[src/rtl/pipe_pkg.sv]
// rtl/pipe_pkg.sv - shared types and constants for the elastic pipeline stage
package pipe_pkg;

  localparam logic [4:0] EXC_NONE = 5'd0;
  localparam logic [4:0] EXC_INT  = 5'd0;
  localparam logic [4:0] EXC_ADEL = 5'd4;
  localparam logic [4:0] EXC_ADES = 5'd5;
  localparam logic [4:0] EXC_RI   = 5'd10;
  localparam logic [4:0] EXC_OV   = 5'd12;

  localparam logic [31:0] RESET_PC = 32'h0000_3000;

  typedef enum logic [1:0] {
    EMPTY = 2'd0,
    ONE   = 2'd1,
    FULL  = 2'd2
  } state_t;

  typedef struct packed {
    logic [31:0] pc;
    logic [31:0] instr;
    logic [4:0]  exc;
    logic        bd;
  } pipe_entry_t;

endpackage

[src/rtl/pipe_entry_reg.sv]
// rtl/pipe_entry_reg.sv - payload register with load, clear-to-bubble and nop-on-exception
module pipe_entry_reg
  import pipe_pkg::*;
#(
  parameter int               PC_W    = 32,
  parameter int               INSTR_W = 32,
  parameter int               EXC_W   = 5,
  parameter logic [PC_W-1:0]  RST_PC  = '0
) (
  input  logic               clk,
  input  logic               reset,
  input  logic               i_load,
  input  logic               i_clear,
  input  logic               i_clear_pc_en,
  input  logic [PC_W-1:0]    i_clear_pc,
  input  logic [PC_W-1:0]    i_pc,
  input  logic [INSTR_W-1:0] i_instr,
  input  logic [EXC_W-1:0]   i_exc,
  input  logic               i_bd,
  output logic [PC_W-1:0]    o_pc,
  output logic [INSTR_W-1:0] o_instr,
  output logic [EXC_W-1:0]   o_exc,
  output logic               o_bd
);

  logic [PC_W-1:0]    r_pc;
  logic [INSTR_W-1:0] r_instr;
  logic [EXC_W-1:0]   r_exc;
  logic               r_bd;

  // Clear wins over load so a flush always leaves a bubble; excepting entries are stored as nops.
  always_ff @(posedge clk) begin
    if (reset) begin
      r_pc    <= RST_PC;
      r_instr <= '0;
      r_exc   <= '0;
      r_bd    <= 1'b0;
    end else if (i_clear) begin
      r_instr <= '0;
      r_exc   <= '0;
      r_bd    <= 1'b0;
      if (i_clear_pc_en) r_pc <= i_clear_pc;
    end else if (i_load) begin
      r_pc    <= i_pc;
      r_instr <= (i_exc != '0) ? '0 : i_instr;
      r_exc   <= i_exc;
      r_bd    <= i_bd;
    end
  end

  assign o_pc    = r_pc;
  assign o_instr = r_instr;
  assign o_exc   = r_exc;
  assign o_bd    = r_bd;

endmodule

[src/rtl/pipe_skid_stage.sv]
// rtl/pipe_skid_stage.sv - elastic pipeline stage with 2-entry skid buffer, flush and stall counter
module pipe_skid_stage
  import pipe_pkg::*;
#(
  parameter int              PC_W     = 32,
  parameter int              INSTR_W  = 32,
  parameter int              EXC_W    = 5,
  parameter int              CNT_W    = 16,
  parameter logic [PC_W-1:0] RESET_PC = pipe_pkg::RESET_PC
) (
  input  logic               clk,
  input  logic               reset,
  input  logic               in_valid,
  output logic               in_ready,
  input  logic [PC_W-1:0]    in_pc,
  input  logic [INSTR_W-1:0] in_instr,
  input  logic [EXC_W-1:0]   in_exc,
  input  logic               in_bd,
  input  logic               flush,
  input  logic [PC_W-1:0]    flush_pc,
  output logic               out_valid,
  input  logic               out_ready,
  output logic [PC_W-1:0]    out_pc,
  output logic [INSTR_W-1:0] out_instr,
  output logic [EXC_W-1:0]   out_exc,
  output logic               out_bd,
  output logic [1:0]         occupancy,
  output logic [CNT_W-1:0]   stall_cnt
);

  state_t             r_state;
  state_t             w_next;
  logic [CNT_W-1:0]   r_stall;

  logic               w_acc;
  logic               w_ret;
  logic               w_main_load;
  logic               w_main_from_skid;
  logic               w_main_clear;
  logic               w_skid_load;
  logic               w_skid_clear;

  logic [PC_W-1:0]    w_skid_pc;
  logic [INSTR_W-1:0] w_skid_instr;
  logic [EXC_W-1:0]   w_skid_exc;
  logic               w_skid_bd;

  // in_ready comes only from registered state so downstream stalls never ripple upstream combinationally.
  assign in_ready  = (r_state != FULL) && !reset;
  assign out_valid = (r_state != EMPTY);
  assign occupancy = r_state;
  assign stall_cnt = r_stall;
  assign w_acc     = in_valid && in_ready;
  assign w_ret     = out_valid && out_ready;

  // State register.
  always_ff @(posedge clk) begin
    if (reset) r_state <= EMPTY;
    else       r_state <= w_next;
  end

  // Next state and payload steering; flush discards both held entries and anything accepted now.
  always_comb begin
    w_next           = r_state;
    w_main_load      = 1'b0;
    w_main_from_skid = 1'b0;
    w_main_clear     = 1'b0;
    w_skid_load      = 1'b0;
    w_skid_clear     = 1'b0;
    if (flush) begin
      w_next       = EMPTY;
      w_main_clear = 1'b1;
      w_skid_clear = 1'b1;
    end else begin
      case (r_state)
        EMPTY: begin
          if (w_acc) begin
            w_next      = ONE;
            w_main_load = 1'b1;
          end
        end
        ONE: begin
          if (w_acc && !w_ret) begin
            w_next      = FULL;
            w_skid_load = 1'b1;
          end else if (w_acc && w_ret) begin
            w_main_load = 1'b1;
          end else if (w_ret) begin
            w_next       = EMPTY;
            w_main_clear = 1'b1;
          end
        end
        FULL: begin
          if (w_ret) begin
            w_next           = ONE;
            w_main_load      = 1'b1;
            w_main_from_skid = 1'b1;
            w_skid_clear     = 1'b1;
          end
        end
        default: w_next = EMPTY;
      endcase
    end
  end

  // Saturating count of cycles where a valid entry is held back by downstream.
  always_ff @(posedge clk) begin
    if (reset)                                       r_stall <= '0;
    else if (out_valid && !out_ready && r_stall != '1) r_stall <= r_stall + 1'b1;
  end

  pipe_entry_reg #(
    .PC_W(PC_W), .INSTR_W(INSTR_W), .EXC_W(EXC_W), .RST_PC(RESET_PC)
  ) u_main (
    .clk          (clk),
    .reset        (reset),
    .i_load       (w_main_load),
    .i_clear      (w_main_clear),
    .i_clear_pc_en(flush),
    .i_clear_pc   (flush_pc),
    .i_pc         (w_main_from_skid ? w_skid_pc    : in_pc),
    .i_instr      (w_main_from_skid ? w_skid_instr : in_instr),
    .i_exc        (w_main_from_skid ? w_skid_exc   : in_exc),
    .i_bd         (w_main_from_skid ? w_skid_bd    : in_bd),
    .o_pc         (out_pc),
    .o_instr      (out_instr),
    .o_exc        (out_exc),
    .o_bd         (out_bd)
  );

  pipe_entry_reg #(
    .PC_W(PC_W), .INSTR_W(INSTR_W), .EXC_W(EXC_W), .RST_PC('0)
  ) u_skid (
    .clk          (clk),
    .reset        (reset),
    .i_load       (w_skid_load),
    .i_clear      (w_skid_clear),
    .i_clear_pc_en(1'b0),
    .i_clear_pc   ('0),
    .i_pc         (in_pc),
    .i_instr      (in_instr),
    .i_exc        (in_exc),
    .i_bd         (in_bd),
    .o_pc         (w_skid_pc),
    .o_instr      (w_skid_instr),
    .o_exc        (w_skid_exc),
    .o_bd         (w_skid_bd)
  );

endmodule
[config.mk]
export PLATFORM = sky130hd
export DESIGN_NAME = pipe_skid_stage
export DESIGN_NICKNAME = d
export VERILOG_FILES = /design/src/rtl/pipe_pkg.sv /design/src/rtl/pipe_entry_reg.sv /design/src/rtl/pipe_skid_stage.sv
export SDC_FILE = /design/constraint.sdc
export NUM_CORES = 1
export LEC_CHECK = 0
export ABC_AREA = 0
export CAP_MARGIN = 20
export CORE_MARGIN = 2
export CORE_UTILIZATION = 45
export DETAILED_ROUTE_END_ITERATION = 10
export PLACE_DENSITY_LB_ADDON = 0.3
export SLEW_MARGIN = 20
export SYNTH_ARGS = -nofsm -noshare
export SYNTH_HDL_FRONTEND = slang
export SYNTH_SLANG_ARGS = --single-unit
[constraint.sdc]
create_clock -name clk -period 1.6 [get_ports clk]
set_clock_uncertainty 0.1 [all_clocks]
set_input_delay 0.32 -clock clk [delete_from_list [all_inputs] [get_ports clk]]
set_output_delay 0.32 -clock clk [all_outputs]
set_load 0.02 [all_outputs]
==> results of run 1 <==
## Yosys cell counts (all sizes together), types with 3 or more instances
library cell,number
nor3,4
o21ai,3
o31ai,4
clkbuf,43
dfxtp,158
mux2i,42
nand2,116
o41ai,32
nand4,6
a31oi,31
o211ai,30
inv,35
nor4,5
a22oi,32
a21oi,80
a211oi,6
nor2b,43
and2,3
nand3,39
nor2,53
buf,38
mux2,41
nand2b,5
## final cells by class
| type | count | area share [%] |
|---|---|---|
| clock inverter | 15 | 1.37 |
| inverter | 35 | 1.07 |
| clock buffer | 17 | 3.47 |
| timing repair buffer | 326 | 27.4 |
| tap | 225 | 2.29 |
| multi-input combinational | 602 | 38.4 |
| sequential | 158 | 26.0 |
## flip-flops by register name, summed over array words and instances, names as in the netlist
register        cells
u_main.o_exc        5
u_skid.o_exc        5
u_main.o_pc        32
u_main.o_bd         1
u_skid.o_instr     32
u_skid.o_pc        32
occupancy           2
u_main.o_instr     32
stall_cnt          16
u_skid.o_bd         1
## path summary, 6_finish.rpt
kind | slack, ps | end | start
worst max register to register | -270 | u_main.o_instr[1] | occupancy[0]
worst max-delay path | -270 | u_main.o_instr[1] | occupancy[0]
worst min-delay path | 170 | occupancy[1] | reset
worst min register to register | 350 | u_main.o_pc[15] | u_main.o_pc[15]
## stage by stage
stage | TNS, ps | hold slack [ps] | instances
final | -11150 | 169 | 1378
after global routing | -16340 | 164 | 1378
after CTS | -11290 | 151 | 1363
after detailed placement | -105630 | 346 | 1307
after global placement | -96670 | 337 | 1307
after floorplan | -9020 | 332 | 876
## layout by cell type, fill, tap and decap left out, drive strengths merged, types with 6 or more instances in the layout
cell type / count
inv: 44
a21oi: 80
buf: 141
nand3: 39
dfxtp: 158
dlygate4sd2: 67
a31oi: 31
a211oi: 6
mux2: 41
clkdlybuf4s50: 100
nand4: 6
o211ai: 30
o41ai: 32
nor2b: 43
clkbuf: 25
mux2i: 42
a22oi: 32
nor2: 53
nand2: 116
clkdlybuf4s15: 7
## routing by layer
metal | GRT usage (%) | up-vias | routed length, um
met5 | 0 | - | 0
met2 | 45.4 | 318 | 12400
met3 | 4.83 | 62 | 1640
li1 | - | 3664 | -
met1 | 32.6 | 3757 | 10400
met4 | 10.8 | 0 | 799
## cells by family after synthesis
group / share of synthesized area, %
compound gates: 22.8
fa+ha+maj: 0.161
buf+inv: 6.74
flops: 40.8
mux: 11.5
simple gates: 18.0
## repair_timing
action / CTS / global route
pin swaps: 48 / 45
setup buffers: 17 / 17
hold endpoints to repair: 0 / 0
endpoints found under the setup margin: 245 / 169
gates cloned: 7 / 3
resized for setup: 217 / 101
## power by group
part	total [mW]	leakage, nW	internal, mW	switching (mW)
registers	4.05	1.29	4.00	0.0488
logic	1.44	3.71	0.724	0.712
clock network	4.05	0.288	2.11	1.94
total	9.53	5.28	6.83	2.70
## worst max-delay path, delay by kind of cell (launching register included)
kind            cells  cell delay, ps
simple gates        1             260
flops               1             350
buf+inv             2             390
compound gates      1             310
mux                 1             350
==> summary.md, run 1 <==
| Metric | Value |
|---|---|
| Final HPWL DP | 15,000 um |
| Fin crit share | 117% |
| Leakage power | 5.28 nW |
| Util after Layout | 72.0% |
| Wire per inst | 18.3 um |
| Cell breakdown of the critical path | nand4bb_4, buf_12, mux2_4, clkbuf_16, o41ai_2 |
| DP Area | 10,700 um2 |
| Min-Delay Path Class | input port to flip-flop |
| Clock insertion delay at the later pin of the skew report | 430 ps |
| Syn Nets | 984 |
| Synth warnings | 0 |
| Outcome | finished, violations left |
| Register area share after synthesis | 40.8% |
| Synth top area share | 40.8% |
| Setup crit end kind | flip-flop |
| Critical path class | flip-flop to flip-flop |
| Routed wire length | 25,200 um |
| Die area | 18,300 um2 |
| CP Launch Type | flip-flop |
| Yosys top cell by area | dfxtp_1 |
| Pin count of the biggest net entering global routing | 56 |
| Final Power | 9.53 mW |
| Crit path max fanout | 12 |
| DR iter-0 viols | 443 |
| Cell area after synthesis | 7760 um2 |
| Worst slack, placed | -758 ps |
| Hold Path Depth | 3 |
| Final min period | 1870 ps |
| Fin nets | 1,248 |
| Worst path arrival time | 2090 ps |
| Via Count | 7,801 |
| Initial core utilization | 45.5% |
| Layout cells sized above 1 | 31.0% |
| Netlist cell types | 56 |
| Fillers | 1,272 |
| Sequential cell area | 3190 um2 |
| Slew HR | 60.1% |
| Initial DRT Pass Iterations | 7 |
| GRT Overall Usage | 26.4% |
| RSZ-0062 raised after global routing | true |
| CTS tree | done |
| Row count | 48 |
| Via count of the first global-routing pass | 7,646 |
| Io pins | 197 |
| Core Area | 17,100 um2 |
| FMAX | 535 MHz |
| CTS Buf Count | 17 |
| Hold Fails Final Rpt | 0 |
| Total grt overflow | 0 |
| Reg2reg path depth | 5 |
| Clock transition at path regs | 70 ps |
| Final ANT Viol Nets | 0 |
| Power density cells | 776 nW/um2 |
| Ys async rst share | 0% |
| Syn Inst Count | 876 |
| CTS max path bufs | 2 |
| Area grow syn2layout | 58.2% |
| Final setup violating endpoints | 78 |
| First-pass GRT wire length | 38,500 um |
| CP peak stage delay | 350 ps |
| Die span in x | 135 um |
| Vias per cell | 5.66 |
| PortBufs | 196 |
| Failing checks | negative setup slack |
| Drt drc | 0 |
| Average size of a mapped cell | 8.86 um2 |
| Crit-path slowest cell | dfxtp_4 |
| N_diodes | 0 |
| Max-cap violation count | 0 |
| Count of flip-flops with a built-in enable after synthesis | 0 |
| Number of H-tree levels | 4 |
| Worst vdd ir | 0.000687 V |
| Primary FF master, synth | dfxtp_1 |
| Seq cells post-synth | 158 |
| Slew @ Worst Pin | 598 ps |
| Clock sink count | 158 |
| Clk root buf | clkbuf_16 |
| Final Worst Setup Slack | -269 ps |
| Area contributors post-synth | dfxtp_1 41%, o41ai_2 6.3%, nand2_1 5.6% |
| CP required | 1820 ps |
| Gpl congestion | 0.829 |
| Die H | 135 um |
| Multi-input logic area | 4710 um2 |
| Initial antenna violation count | 0 |
| # hold bufs at CTS | 0 |
| Final instance area | 12,300 um2 |
| Count of final max-slew check failures | 0 |
Note: power is estimated with default switching activity, not from simulation.
==> run 2, diff against run 1 <==
--- a/config.mk
+++ b/config.mk
@@ -9,7 +9,9 @@
 export CAP_MARGIN = 20
 export CORE_MARGIN = 2
 export CORE_UTILIZATION = 45
+export CTS_CLUSTER_DIAMETER = 30
 export DETAILED_ROUTE_END_ITERATION = 10
+export MAX_ROUTING_LAYER = met4
 export PLACE_DENSITY_LB_ADDON = 0.3
 export SLEW_MARGIN = 20
 export SYNTH_ARGS = -nofsm -noshare
==> summary.md, run 2 (synthesized netlist as in run 1, its figures left out) <==
| Metric | Value |
|---|---|
| Drt drc | 0 (unchanged) |
| Row count | 48 (unchanged) |
| Slew @ Worst Pin | 618 ps (+19.3 ps) |
| First-pass GRT wire length | 38,500 um (about the same) |
| Worst setup startpoint | occupancy[0] |
| Int Power | 6.83 mW (unchanged) |
| Routed wire length | 25,300 um (+0.18%) |
| Die H | 135 um (unchanged) |
| Cell breakdown of the critical path | nand4bb_4, buf_12, mux2_4, clkbuf_16, o41ai_2 |
| Io pins | 197 (unchanged) |
| Power density cells | 776 nW/um2 (about the same) |
| Bufs and invs on worst path | 2 (unchanged) |
| Pin count of the biggest net entering global routing | 56 (unchanged) |
| Fin nets | 1,248 (unchanged) |
| Outcome | finished, violations left |
| RSZ-0062 raised after global routing | true |
| Via Count | 7,780 (-0.27%) |
| Setup crit end kind | flip-flop |
| Die span in x | 135 um (unchanged) |
| Clk root buf | clkbuf_16 |
| Sw frac | 28.3% (about the same) |
| Critical path class | flip-flop to flip-flop |
| Commonest non-fill, non-tap cell in the layout | dfxtp_1 |
| Worst vdd ir | 0.000686 V (about the same) |
| Final HPWL DP | 15,000 um (unchanged) |
| Crit-path slowest cell | dfxtp_4 |
| Crit path max-delay family | buffers and inverters |
| CP peak stage delay | 350 ps (about the same) |
| Min-Delay Path Class | input port to flip-flop |
| Via count of the first global-routing pass | 7,656 (+0.13%) |
| Vias per cell | 5.65 (-0.27%) |
| Util after Layout | 72.0% (about the same) |
| R2r endpoint | u_main.o_instr[1] |
| Sequential Power Share | 42.5% (about the same) |
| Initial core utilization | 45.5% (unchanged) |
| GRT Overall Usage | 27.1% (+0.74 points) |
| Area grow syn2layout | 58.2% (about the same) |
| CTS Buf Count | 17 (unchanged) |
| Non-Filler Instances | 1,378 (unchanged) |
| Clock insertion delay at the later pin of the skew report | 430 ps (about the same) |
| CP Launch Type | flip-flop |
| N_diodes | 0 (unchanged) |
| Fin crit share | 116% (-0.60 points) |
| Initial DRT Pass Iterations | 5 (-2) |
| Worst path arrival time | 2080 ps (about the same) |
| Hold Fails Final Rpt | 0 (unchanged) |
| Clock transition at path regs | 70 ps (about the same) |
| Leakage power | 5.29 nW (about the same) |
| CTS tree | done |
| R2r startpoint | occupancy[0] |
| Critical Path Sink | u_main.o_instr[1] |
| Commonest cells after routing, fill and taps aside | 145 x dfxtp_1, 101 x nand2_1, 100 x clkdlybuf4s50_1 |
| Crit path max fanout | 12 (unchanged) |
| Setup_tns | -11,030 ps (+116 ps) |
| Number of H-tree levels | 4 (unchanged) |
| Failing checks | negative setup slack |
| Clock share of power | 42.4% (about the same) |
| Combinational power share | 15.1% (about the same) |
| Final ANT Viol Nets | 0 (unchanged) |
| Gpl congestion | 0.842 (+1.5%) |
| CP required | 1820 ps (about the same) |
| Max-cap violation count | 0 (unchanged) |
| Final setup violating endpoints | 78 (unchanged) |
| Initial antenna violation count | 0 (unchanged) |
| R2R setup slack | -260 ps (about the same) |
| Die area | 18,300 um2 (unchanged) |
| Final Worst Setup Slack | -259 ps (+9.68 ps) |
| DR iter-0 viols | 482 (+8.8%) |
| FMAX | 538 MHz (+0.52%) |
| Switch Pwr | 2.70 mW (about the same) |
| Core Area | 17,100 um2 (unchanged) |
| Wire per inst | 18.3 um (+0.18%) |
| CTS max path bufs | 2 (unchanged) |
| Layout cells sized above 1 | 31.0% (unchanged) |
| Final min period | 1860 ps (-9.68 ps) |
| Total grt overflow | 0 (unchanged) |
| PortBufs | 196 (unchanged) |
| Slew HR | 58.8% (-1.3 points) |
| Count of final max-slew check failures | 0 (unchanged) |
| Clock sink count | 158 (unchanged) |
| Worst path depth | 5 (unchanged) |
| Reg2reg path depth | 5 (unchanged) |
| Placed cells | 1,307 (unchanged) |
[run 2: cell count changes in the layout (fill, tap and decap cells not counted), sizes merged]
cell,previous run,this run
dlygate4sd2,67,68
clkdlybuf4s15,7,6
[run 2: power groups by stage]
stage | clock, mW | combinational (mW) | sequential, mW
2_1_floorplan | 0 | 0.511 | 4.22
3_3_place_gp | 0 | 1.26 | 4.13
3_5_place_dp | 0 | 1.27 | 4.14
4_1_cts | 4.09 | 1.39 | 4.04
5_1_grt | 4.27 | 1.52 | 4.05
6_report | 4.04 | 1.44 | 4.05
[run 2: stage by stage]
step | hold WS, ps | total power, mW | area [um2] | setup WS [ps]
3_5_place_dp | 346 | 5.41 | 10700 | -758
6_report | 175 | 9.53 | 12300 | -259
5_1_grt | 166 | 9.85 | 12300 | -313
4_1_cts | 151 | 9.53 | 11800 | -228
3_3_place_gp | 337 | 5.39 | 10700 | -694
2_1_floorplan | 332 | 4.73 | 8010 | -148
[run 2: per-layer routing]
layer	track usage (%)	routed length, um
met1	32.7	10400
met4	10.8	880
met2	45.4	12300
met5	-	0
met3	4.53	1650
[run 2: how the worst min path moves through the flow]
stage | start | end | depth (start not counted)
floorplan | u_skid.o_exc[0] | u_skid.o_exc[0] | 2
global placement | u_skid.o_pc[30] | u_skid.o_pc[30] | 2
detailed placement | u_skid.o_pc[26] | u_skid.o_pc[26] | 2
CTS | reset | occupancy[1] | 3
global route | reset | occupancy[1] | 3
finish | reset | occupancy[1] | 3
[run 2: repair_timing]
| item | in CTS | in global routing |
|---|---|---|
| gates cloned | 7 | 3 |
| setup buffers | 17 | 17 |
| hold buffers | 0 | 0 |
| pin swaps | 48 | 45 |
| setup endpoints to repair | 245 | 168 |
| gates resized for setup | 217 | 100 |
[run 2: worst reg2reg max path, stage by stage, from the launching register on]
cell and delay [ps]:
dfxtp_4 350, nand4bb_4 260, buf_12 190, mux2_4 360
clkbuf_16 200, o41ai_2 300
[run 2: final cells by class]
class / instances / area (um2)
fill: 1278 / 4780
multi-input combinational: 602 / 4710
tap: 225 / 282
timing repair buffer: 326 / 3370
sequential: 158 / 3190
inverter: 35 / 131
clock buffer: 17 / 425
clock inverter: 15 / 168
